$ cat src/rtl/lsu_mem_initiator_pkg.sv
// Shared constants, types and default latencies for the load/store memory initiator.
package lsu_mem_initiator_pkg;

  localparam logic [3:0] MASK_BYTE = 4'b0001;
  localparam logic [3:0] MASK_HALF = 4'b0011;
  localparam logic [3:0] MASK_WORD = 4'b0111;
  localparam logic [3:0] SIGN_BIT  = 4'b1000;

  localparam logic [2:0] F3_B  = 3'd0;
  localparam logic [2:0] F3_H  = 3'd1;
  localparam logic [2:0] F3_W  = 3'd2;
  localparam logic [2:0] F3_BU = 3'd4;
  localparam logic [2:0] F3_HU = 3'd5;

  localparam int unsigned DEFAULT_READ_LATENCY  = 3;
  localparam int unsigned DEFAULT_WRITE_LATENCY = 2;

  localparam int unsigned CNT_W = 8;
  typedef logic [CNT_W-1:0] cnt_t;

  typedef enum logic [2:0] {
    StIdle,
    StIssue,
    StWait,
    StResp,
    StErr
  } state_e;

endpackage

$ cat src/rtl/lsu_mem_initiator_if.sv
// Pipeline request/response and data-memory port bundle for the load/store initiator.
interface lsu_mem_initiator_if;
  logic        req_valid;
  logic        req_ready;
  logic        req_we;
  logic [2:0]  req_funct3;
  logic [31:0] req_addr;
  logic [31:0] req_wdata;
  logic        resp_valid;
  logic [31:0] resp_rdata;
  logic        resp_err;
  logic        stall;
  logic [31:0] mem_addr;
  logic [31:0] mem_write_data;
  logic        mem_memread;
  logic        mem_memwrite;
  logic [3:0]  mem_sign_mask;
  logic [31:0] mem_read_data;

  modport master (
    input  req_valid, req_we, req_funct3, req_addr, req_wdata, mem_read_data,
    output req_ready, resp_valid, resp_rdata, resp_err, stall,
    output mem_addr, mem_write_data, mem_memread, mem_memwrite, mem_sign_mask
  );

  modport slave (
    output req_valid, req_we, req_funct3, req_addr, req_wdata, mem_read_data,
    input  req_ready, resp_valid, resp_rdata, resp_err, stall,
    input  mem_addr, mem_write_data, mem_memread, mem_memwrite, mem_sign_mask
  );
endinterface

$ cat src/rtl/lsu_req_decode.sv
// Decodes funct3 / low address bits / direction into the memory sign_mask and an error flag.
module lsu_req_decode
  import lsu_mem_initiator_pkg::*;
(
  input  logic       we,
  input  logic [2:0] funct3,
  input  logic [1:0] addr_lo,
  output logic [3:0] sign_mask,
  output logic       err
);

  always_comb begin
    sign_mask = '0;
    err       = 1'b0;
    case (funct3)
      F3_B:  sign_mask = we ? MASK_BYTE : (MASK_BYTE | SIGN_BIT);
      F3_H: begin
        sign_mask = we ? MASK_HALF : (MASK_HALF | SIGN_BIT);
        err       = addr_lo[0];
      end
      F3_W: begin
        sign_mask = MASK_WORD;
        err       = |addr_lo;
      end
      F3_BU: begin
        sign_mask = MASK_BYTE;
        err       = we;
      end
      F3_HU: begin
        sign_mask = MASK_HALF;
        err       = we | addr_lo[0];
      end
      default: err = 1'b1;
    endcase
    // Errored requests never reach the memory, so keep the mask clean.
    if (err) sign_mask = '0;
  end

endmodule

$ cat src/rtl/lsu_mem_initiator.sv
// Single-outstanding load/store initiator: one-cycle memory strobe, fixed-latency wait, response.
module lsu_mem_initiator
  import lsu_mem_initiator_pkg::*;
#(
  parameter int unsigned READ_LATENCY  = DEFAULT_READ_LATENCY,
  parameter int unsigned WRITE_LATENCY = DEFAULT_WRITE_LATENCY
) (
  input  logic               clk,
  input  logic               rst_n,
  lsu_mem_initiator_if.master bus
);

  localparam cnt_t RdCnt = cnt_t'(READ_LATENCY);
  localparam cnt_t WrCnt = cnt_t'(WRITE_LATENCY);

  state_e      state_q, state_d;
  cnt_t        cnt_q, cnt_d;
  logic [31:0] addr_q, addr_d;
  logic [31:0] wdata_q, wdata_d;
  logic [3:0]  mask_q, mask_d;
  logic        we_q, we_d;
  logic [31:0] rdata_q, rdata_d;

  logic [3:0]  dec_mask;
  logic        dec_err;

  lsu_req_decode u_decode (
    .we        (bus.req_we),
    .funct3    (bus.req_funct3),
    .addr_lo   (bus.req_addr[1:0]),
    .sign_mask (dec_mask),
    .err       (dec_err)
  );

  always_ff @(posedge clk or negedge rst_n) begin
    if (!rst_n) begin
      state_q <= StIdle;
      cnt_q   <= '0;
      addr_q  <= '0;
      wdata_q <= '0;
      mask_q  <= '0;
      we_q    <= 1'b0;
      rdata_q <= '0;
    end else begin
      state_q <= state_d;
      cnt_q   <= cnt_d;
      addr_q  <= addr_d;
      wdata_q <= wdata_d;
      mask_q  <= mask_d;
      we_q    <= we_d;
      rdata_q <= rdata_d;
    end
  end

  always_comb begin
    state_d = state_q;
    cnt_d   = cnt_q;
    addr_d  = addr_q;
    wdata_d = wdata_q;
    mask_d  = mask_q;
    we_d    = we_q;
    rdata_d = rdata_q;
    unique case (state_q)
      StIdle: begin
        if (bus.req_valid) begin
          we_d = bus.req_we;
          if (dec_err) begin
            state_d = StErr;
          end else begin
            // Only good requests update the memory-facing registers so the bus holds
            // its last issued values across an errored request.
            addr_d  = bus.req_addr;
            wdata_d = bus.req_wdata;
            mask_d  = dec_mask;
            state_d = StIssue;
          end
        end
      end
      StIssue: begin
        cnt_d   = we_q ? WrCnt : RdCnt;
        state_d = StWait;
      end
      StWait: begin
        cnt_d = cnt_q - cnt_t'(1);
        if (cnt_q == cnt_t'(1)) begin
          if (!we_q) rdata_d = bus.mem_read_data;
          state_d = StResp;
        end
      end
      StResp:  state_d = StIdle;
      StErr:   state_d = StIdle;
      default: state_d = StIdle;
    endcase
  end

  assign bus.req_ready      = (state_q == StIdle);
  assign bus.stall          = (state_q != StIdle);
  assign bus.resp_valid     = (state_q == StResp) || (state_q == StErr);
  assign bus.resp_err       = (state_q == StErr);
  assign bus.resp_rdata     = ((state_q == StResp) && !we_q) ? rdata_q : '0;
  assign bus.mem_memread    = (state_q == StIssue) && !we_q;
  assign bus.mem_memwrite   = (state_q == StIssue) && we_q;
  assign bus.mem_addr       = addr_q;
  assign bus.mem_write_data = wdata_q;
  assign bus.mem_sign_mask  = mask_q;

endmodule

$ cat src/flat_wrapper.sv
// flat-port wrapper written by rule: the top's interface ports become plain ports
module lsu_mem_initiator_flat import lsu_mem_initiator_pkg::*;
#(
  parameter int unsigned READ_LATENCY  = DEFAULT_READ_LATENCY,
  parameter int unsigned WRITE_LATENCY = DEFAULT_WRITE_LATENCY
)
  (clk, rst_n, bus_req_valid, bus_req_we, bus_req_funct3, bus_req_addr, bus_req_wdata, bus_mem_read_data, bus_req_ready, bus_resp_valid, bus_resp_rdata, bus_resp_err, bus_stall, bus_mem_addr, bus_mem_write_data, bus_mem_memread, bus_mem_memwrite, bus_mem_sign_mask);
  lsu_mem_initiator_if bus_i ();
  input  logic clk;
  input  logic rst_n;
  input wire logic [$bits(bus_i.req_valid)-1:0] bus_req_valid;
  input wire logic [$bits(bus_i.req_we)-1:0] bus_req_we;
  input wire logic [$bits(bus_i.req_funct3)-1:0] bus_req_funct3;
  input wire logic [$bits(bus_i.req_addr)-1:0] bus_req_addr;
  input wire logic [$bits(bus_i.req_wdata)-1:0] bus_req_wdata;
  input wire logic [$bits(bus_i.mem_read_data)-1:0] bus_mem_read_data;
  output wire logic [$bits(bus_i.req_ready)-1:0] bus_req_ready;
  output wire logic [$bits(bus_i.resp_valid)-1:0] bus_resp_valid;
  output wire logic [$bits(bus_i.resp_rdata)-1:0] bus_resp_rdata;
  output wire logic [$bits(bus_i.resp_err)-1:0] bus_resp_err;
  output wire logic [$bits(bus_i.stall)-1:0] bus_stall;
  output wire logic [$bits(bus_i.mem_addr)-1:0] bus_mem_addr;
  output wire logic [$bits(bus_i.mem_write_data)-1:0] bus_mem_write_data;
  output wire logic [$bits(bus_i.mem_memread)-1:0] bus_mem_memread;
  output wire logic [$bits(bus_i.mem_memwrite)-1:0] bus_mem_memwrite;
  output wire logic [$bits(bus_i.mem_sign_mask)-1:0] bus_mem_sign_mask;
  assign bus_i.req_valid = bus_req_valid;
  assign bus_i.req_we = bus_req_we;
  assign bus_i.req_funct3 = bus_req_funct3;
  assign bus_i.req_addr = bus_req_addr;
  assign bus_i.req_wdata = bus_req_wdata;
  assign bus_i.mem_read_data = bus_mem_read_data;
  assign bus_req_ready = bus_i.req_ready;
  assign bus_resp_valid = bus_i.resp_valid;
  assign bus_resp_rdata = bus_i.resp_rdata;
  assign bus_resp_err = bus_i.resp_err;
  assign bus_stall = bus_i.stall;
  assign bus_mem_addr = bus_i.mem_addr;
  assign bus_mem_write_data = bus_i.mem_write_data;
  assign bus_mem_memread = bus_i.mem_memread;
  assign bus_mem_memwrite = bus_i.mem_memwrite;
  assign bus_mem_sign_mask = bus_i.mem_sign_mask;
  lsu_mem_initiator #(.READ_LATENCY(READ_LATENCY), .WRITE_LATENCY(WRITE_LATENCY)) u_core (.clk(clk), .rst_n(rst_n), .bus(bus_i));
endmodule
$ cat config.mk
export PLATFORM = sky130hd
export DESIGN_NAME = lsu_mem_initiator_flat
export DESIGN_NICKNAME = d
export VERILOG_FILES = /design/src/rtl/lsu_mem_initiator_pkg.sv /design/src/rtl/lsu_mem_initiator_if.sv /design/src/rtl/lsu_req_decode.sv /design/src/rtl/lsu_mem_initiator.sv /design/src/flat_wrapper.sv
export SDC_FILE = /design/constraint.sdc
export NUM_CORES = 1
export LEC_CHECK = 0
export CAP_MARGIN = 20
export CORE_UTILIZATION = 42
export CTS_CLUSTER_DIAMETER = 50
export CTS_CLUSTER_SIZE = 20
export DETAILED_ROUTE_END_ITERATION = 10
export GPL_TIMING_DRIVEN = 1
export PLACE_DENSITY = 0.8
export SLEW_MARGIN = 5
export SYNTH_ARGS = -nofsm -noshare
export SYNTH_HDL_FRONTEND = slang
export SYNTH_SLANG_ARGS = --single-unit
$ cat constraint.sdc
create_clock -name clk -period 2 [get_ports clk]
set_input_delay 0.4 -clock clk [delete_from_list [all_inputs] [get_ports clk]]
set_output_delay 0.4 -clock clk [all_outputs]
set_load 0.1 [all_outputs]
Word-level counts from Yosys, hierarchy flattened
Index checks and enable logic that the tools add are counted.

cells by class
  add/subtract/negate cells = 1
  equal/unequal tests = 11
  multiplexer cells = 11
  bitwise gates (word level) = 3
  reduce and logical (&&, ||, !) cells = 14

operators with widths
  kind                 number
  $mux 32              1
  $pmux 4 s5           1
  $pmux 8 s2           1
  $eq 3x2->1 const B   3
  $eq 3x3->1 const B   3
  $mux 3               3
  $pmux 3 s3           1
  $eq 8x1->1 const B   1
  $mux 4               2
  $sub 8x1->8 const B  1
  $eq 3x1->1 const B   2
  $logic_not 3->1      2
  $reduce_and 3->1     2
  $pmux 1 s5           1
  $reduce_and 2->1     2
  $logic_and 1x1->1    3
  $reduce_bool 3->1    1
  $ne 2x1->1 const B   1
  $ne 2x2->1 const B   1
  $not 1->1            2
  $reduce_bool 2->1    1
  $reduce_or 2->1      1
  $logic_not 1->1      1
  $logic_or 1x1->1     1
  2 further kinds      2

word-level totals
  register bits after elaboration = 112
  input port bits = 103
  logic and storage cells = 47

Logic depth before layout (Yosys ltp)
  depth after elaboration = 5
  depth in mapped cells = 6

Hierarchy
Synthesis repeated with hierarchy kept, for this count alone.

second synthesis, totals
  cells, all modules = 331
  area total of the unflattened synthesis = 4760.8 um2

by module, submodules not included
  module             times used  cells each  area each (um2)  sequential area each (um2)
  lsu_mem_initiator  1           320         4688.2           2802.7
  lsu_req_decode     1           11          72.6             0.0

Least setup slack after synthesis
No wires, ideal clock.

  path kind = register to output
  start = register u_core.state_q[1]
  end = output bus_mem_memread
  arrival time = 2414 ps
  path slack = -814 ps
  stages on the path, launching flop included = 5
  buffers on the path = 2
  cell sequence = dfrtp_1 > buf_2 > or3b_2 > clkbuf_1 > nor2_1

on the way
  longest elaborated chain between the ends = 2

RTL lines
  item                      RTL line                  text
  start: declaration        lsu_mem_initiator.sv:16   state_e state_q, state_d;
  start signal: assignment  lsu_mem_initiator.sv:37   state_q <= StIdle;
  start signal: assignment  lsu_mem_initiator.sv:45   state_q <= state_d;
  $eq 3x1->1                lsu_mem_initiator.sv:101  assign bus.mem_memread = (state_q == StIssue) && !we_q;
  $logic_and 1x1->1         lsu_mem_initiator.sv:101
  end: declaration          flat_wrapper.sv:24        output wire logic [$bits(bus_i.mem_memread)-1:0] bus_mem_memread;

Every way passes these cells.

Final worst setup path
  start = register u_core.state_q[1]
  end = output bus_resp_rdata[16]

on the way
  longest elaborated chain between the ends = 3

RTL lines
  item               RTL line                  text
  $eq 3x2->1         lsu_mem_initiator.sv:100  assign bus.resp_rdata = ((state_q == StResp) && !we_q) ? rdata_q : '0;
  $logic_and 1x1->1  lsu_mem_initiator.sv:100
  $mux 32            lsu_mem_initiator.sv:100
  end: declaration   flat_wrapper.sv:19        output wire logic [$bits(bus_i.resp_rdata)-1:0] bus_resp_rdata;

Every way passes these cells.

==> impl_metrics.json <==
{
  "status": "finished with violations",
  "failed_checks": "setup timing",
  "design.die.area_um2": 11600,
  "yosysTopAreaCellShare_pct": 59.5,
  "viasPerCell": 5.07,
  "grt_antenna_before_repair": 0,
  "wire_length_after_detailed_routing_um": 12000,
  "gr-total-overflow": 0,
  "mapped_nets": 437,
  "kind_of_critical_path": "reg2out",
  "io-pin-count": 209,
  "final_antenna_diode_count": 0,
  "tightestPinTransition_ns": 0.548,
  "timing.critical_path.required_ns": 1.60,
  "final.setup.tns_ns": -5.64,
  "worst_skew_pair.late_latency_ns": 0.36,
  "worst_r2r_startpoint": "u_core.state_q[1]",
  "nNetsFinal": 678,
  "drtIter0Drc": 102,
  "gp_routability_congestion": 0.799,
  "drv_slew": 0,
  "hpwlAfterDp_um": 8820,
  "cts_tree": "done",
  "pre_cts_slack_ns": -0.206,
  "drt_first_pass_iters": 4,
  "die_width_um": 108,
  "max_clock_freq_mhz": 458,
  "area_delta_synth_final_pct": 66.0,
  "cts.reportedPaths.clkPinSlew_ns": 0.10,
  "path_cells": "inv_2, nor4b_4, buf_6, clkbuf_16, and2_4, buf_12",
  "track_usage_pct": 21.1,
  "synth_cell_types": 42,
  "max_cap_violations": 0,
  "min_path_type": "in2async",
  "clk_root_buffer_cell": "clkbuf_8",
  "count_of_port_buffers_added_during_placement": 208,
  "grt_max_degree": 42,
  "setup_slack_ns": -0.184,
  "core_region_area_um2": 10900,
  "layoutNonFillerInstCount": 718,
  "grt_setup_unrepaired": "true",
  "syn_area_um2": 4710,
  "crit_slowest_cell": "dfrtp_1",
  "finalHoldWorstSlack_ns": 0.0123,
  "cts.sink_count": 112,
  "wire_per_inst_um": 16.7,
  "synth_area_leaders": "dfrtp_1 (59%), mux2_2 (18%), and2_1 (4.4%)",
  "syn_inst": 332,
  "floorplan.initialDensity_pct": 43.3,
  "h-tree-depth": 3,
  "sequential_share_of_the_synthesized_area_pct": 59.5,
  "post_synth_most_frequent_cells": "dfrtp_1 (112), mux2_2 (77), and2_1 (33)",
  "final_antenna_net_count": 0,
  "first_global_vias": 3945,
  "timing.critical_path.from": "u_core.state_q[1]",
  "final.period_utilization_pct": 109,
  "max-clock-path-buffers": 2,
  "top_fanout_value_on_the_critical_path": 8,
  "grt_first_pass_wirelength_um": 19000,
  "post-synth-top-area-cell": "dfrtp_1",
  "fin_crit_ns": 2.18,
  "arrival_time_worst_endpoint_ns": 1.78,
  "num_rows": 38,
  "timing.critical_path.from_type": "register",
  "synth_most_common_cell": "dfrtp_1",
  "finalHoldViolCount": 0,
  "dieHeight_um": 108,
  "slew_headroom_pct": 63.5,
  "worst_clock_skew_ns": 0.00922,
  "worstSetupEndpointType": "primary output",
  "drc": 0,
  "number_of_enable_flip_flop_cells_after_synthesis": 0,
  "cp_slowest_stage_delay_ns": 0.40,
  "synthesis.yosys.warnings": 0,
  "postSynth.topFlopCell": "dfrtp_1",
  "synth_async_sr_flop_share_pct": 100,
  "setup_violations": 36,
  "vias": 3639,
  "tritoncts.num_buffers": 9,
  "postSynthRegisterBits": 112,
  "placed_cells": 685,
  "synth.avg_cell_area_um2": 14.2,
  "layout-drive-gt1-share_pct": 50.7
}
==> flip-flops by register name (all words and copies together) (netlist names) <==
name                       flops
u_core.rdata_q                32
u_core.bus.mem_sign_mask       4
u_core.cnt_q                   8
u_core.bus.mem_addr           32
u_core.bus.mem_write_data     32
u_core.state_q                 3
u_core.we_q                    1
==> worst max-delay path: cells and delay by family (launching register included) <==
kind,cells,cell delay [ns]
buffers and inverters,4,0.57
AND/OR/NAND/NOR,2,0.44
flip-flops,1,0.40
==> through the flow <==
stage               instance area [um2]  utilization, %
finish                             7820            71.8
global route                       7820            71.8
CTS                                7690            70.7
detailed placement                 7390            67.9
global placement                   7390            67.9
floorplan                          4820               -
==> cells in the final DEF (no fill, tap or decap), types with 5 or more instances in the layout <==
| cell type | count |
|---|---|
| mux2_2 | 77 |
| buf_4 | 95 |
| clkdlybuf4s50_1 | 101 |
| clkbuf_8 | 10 |
| mux2_1 | 18 |
| nand2_1 | 6 |
| mux2i_1 | 5 |
| and2_4 | 33 |
| o21ai_0 | 6 |
| buf_12 | 42 |
| dfrtp_1 | 109 |
| buf_6 | 7 |
| inv_1 | 7 |
==> kinds of logic after synthesis <==
kind of cell    after synthesis  synth area share (%)
buf+inv                      26                  2.97
fa+ha+maj                     2                 0.531
mux                         100                  23.8
compound gates               20                  3.00
simple gates                 72                  10.2
flops                       112                  59.5
==> what timing repair did <==
| item | 4_1_cts | 5_1_grt |
|---|---|---|
| hold buffers | 0 | 0 |
| buffers inserted | 10 | 5 |
| setup endpoints to repair | 37 | 41 |
| endpoints found under the hold margin | 0 | 0 |
| pin swaps | 3 | 26 |
| resized for setup | 11 | 19 |
| cloned | 0 | 3 |
==> final cells by class <==
cell class	count	area [um2]
clock inverters	5	56.3
fillers	748	3070
clock buffers	11	141
multi-input cells	194	1910
repair buffers	247	2690
inverters	9	37.5
flip-flops and latches	112	2810
well taps	140	175
==> final timing paths <==
path / end / slack, ns / cells after the start
hold / removal: u_core.rdata_q[27] / 0.01 / 1
hold reg to reg: u_core.cnt_q[7] / 0.49 / 1
setup reg to reg: u_core.rdata_q[7] / 0.11 / 7
max in group asynchronous: u_core.bus.mem_addr[1] / 1.30 / 2
min in group clk: u_core.cnt_q[7] / 0.49 / 1
setup / recovery: bus_resp_rdata[16] / -0.18 / 6
==> layer usage <==
metal  vias to the layer above  part of all wire, %  global-route usage (%)
met5                         -                    0                       0
met4                         0                  2.0                    7.63
met3                        17                  7.9                    6.78
met2                       154                   53                    37.3
met1                      1825                   37                    23.9
li1                       1643                    -                       -
Power is not shown: default switching activity piles up to over one toggle a cycle in this logic, so the estimate is an artifact.
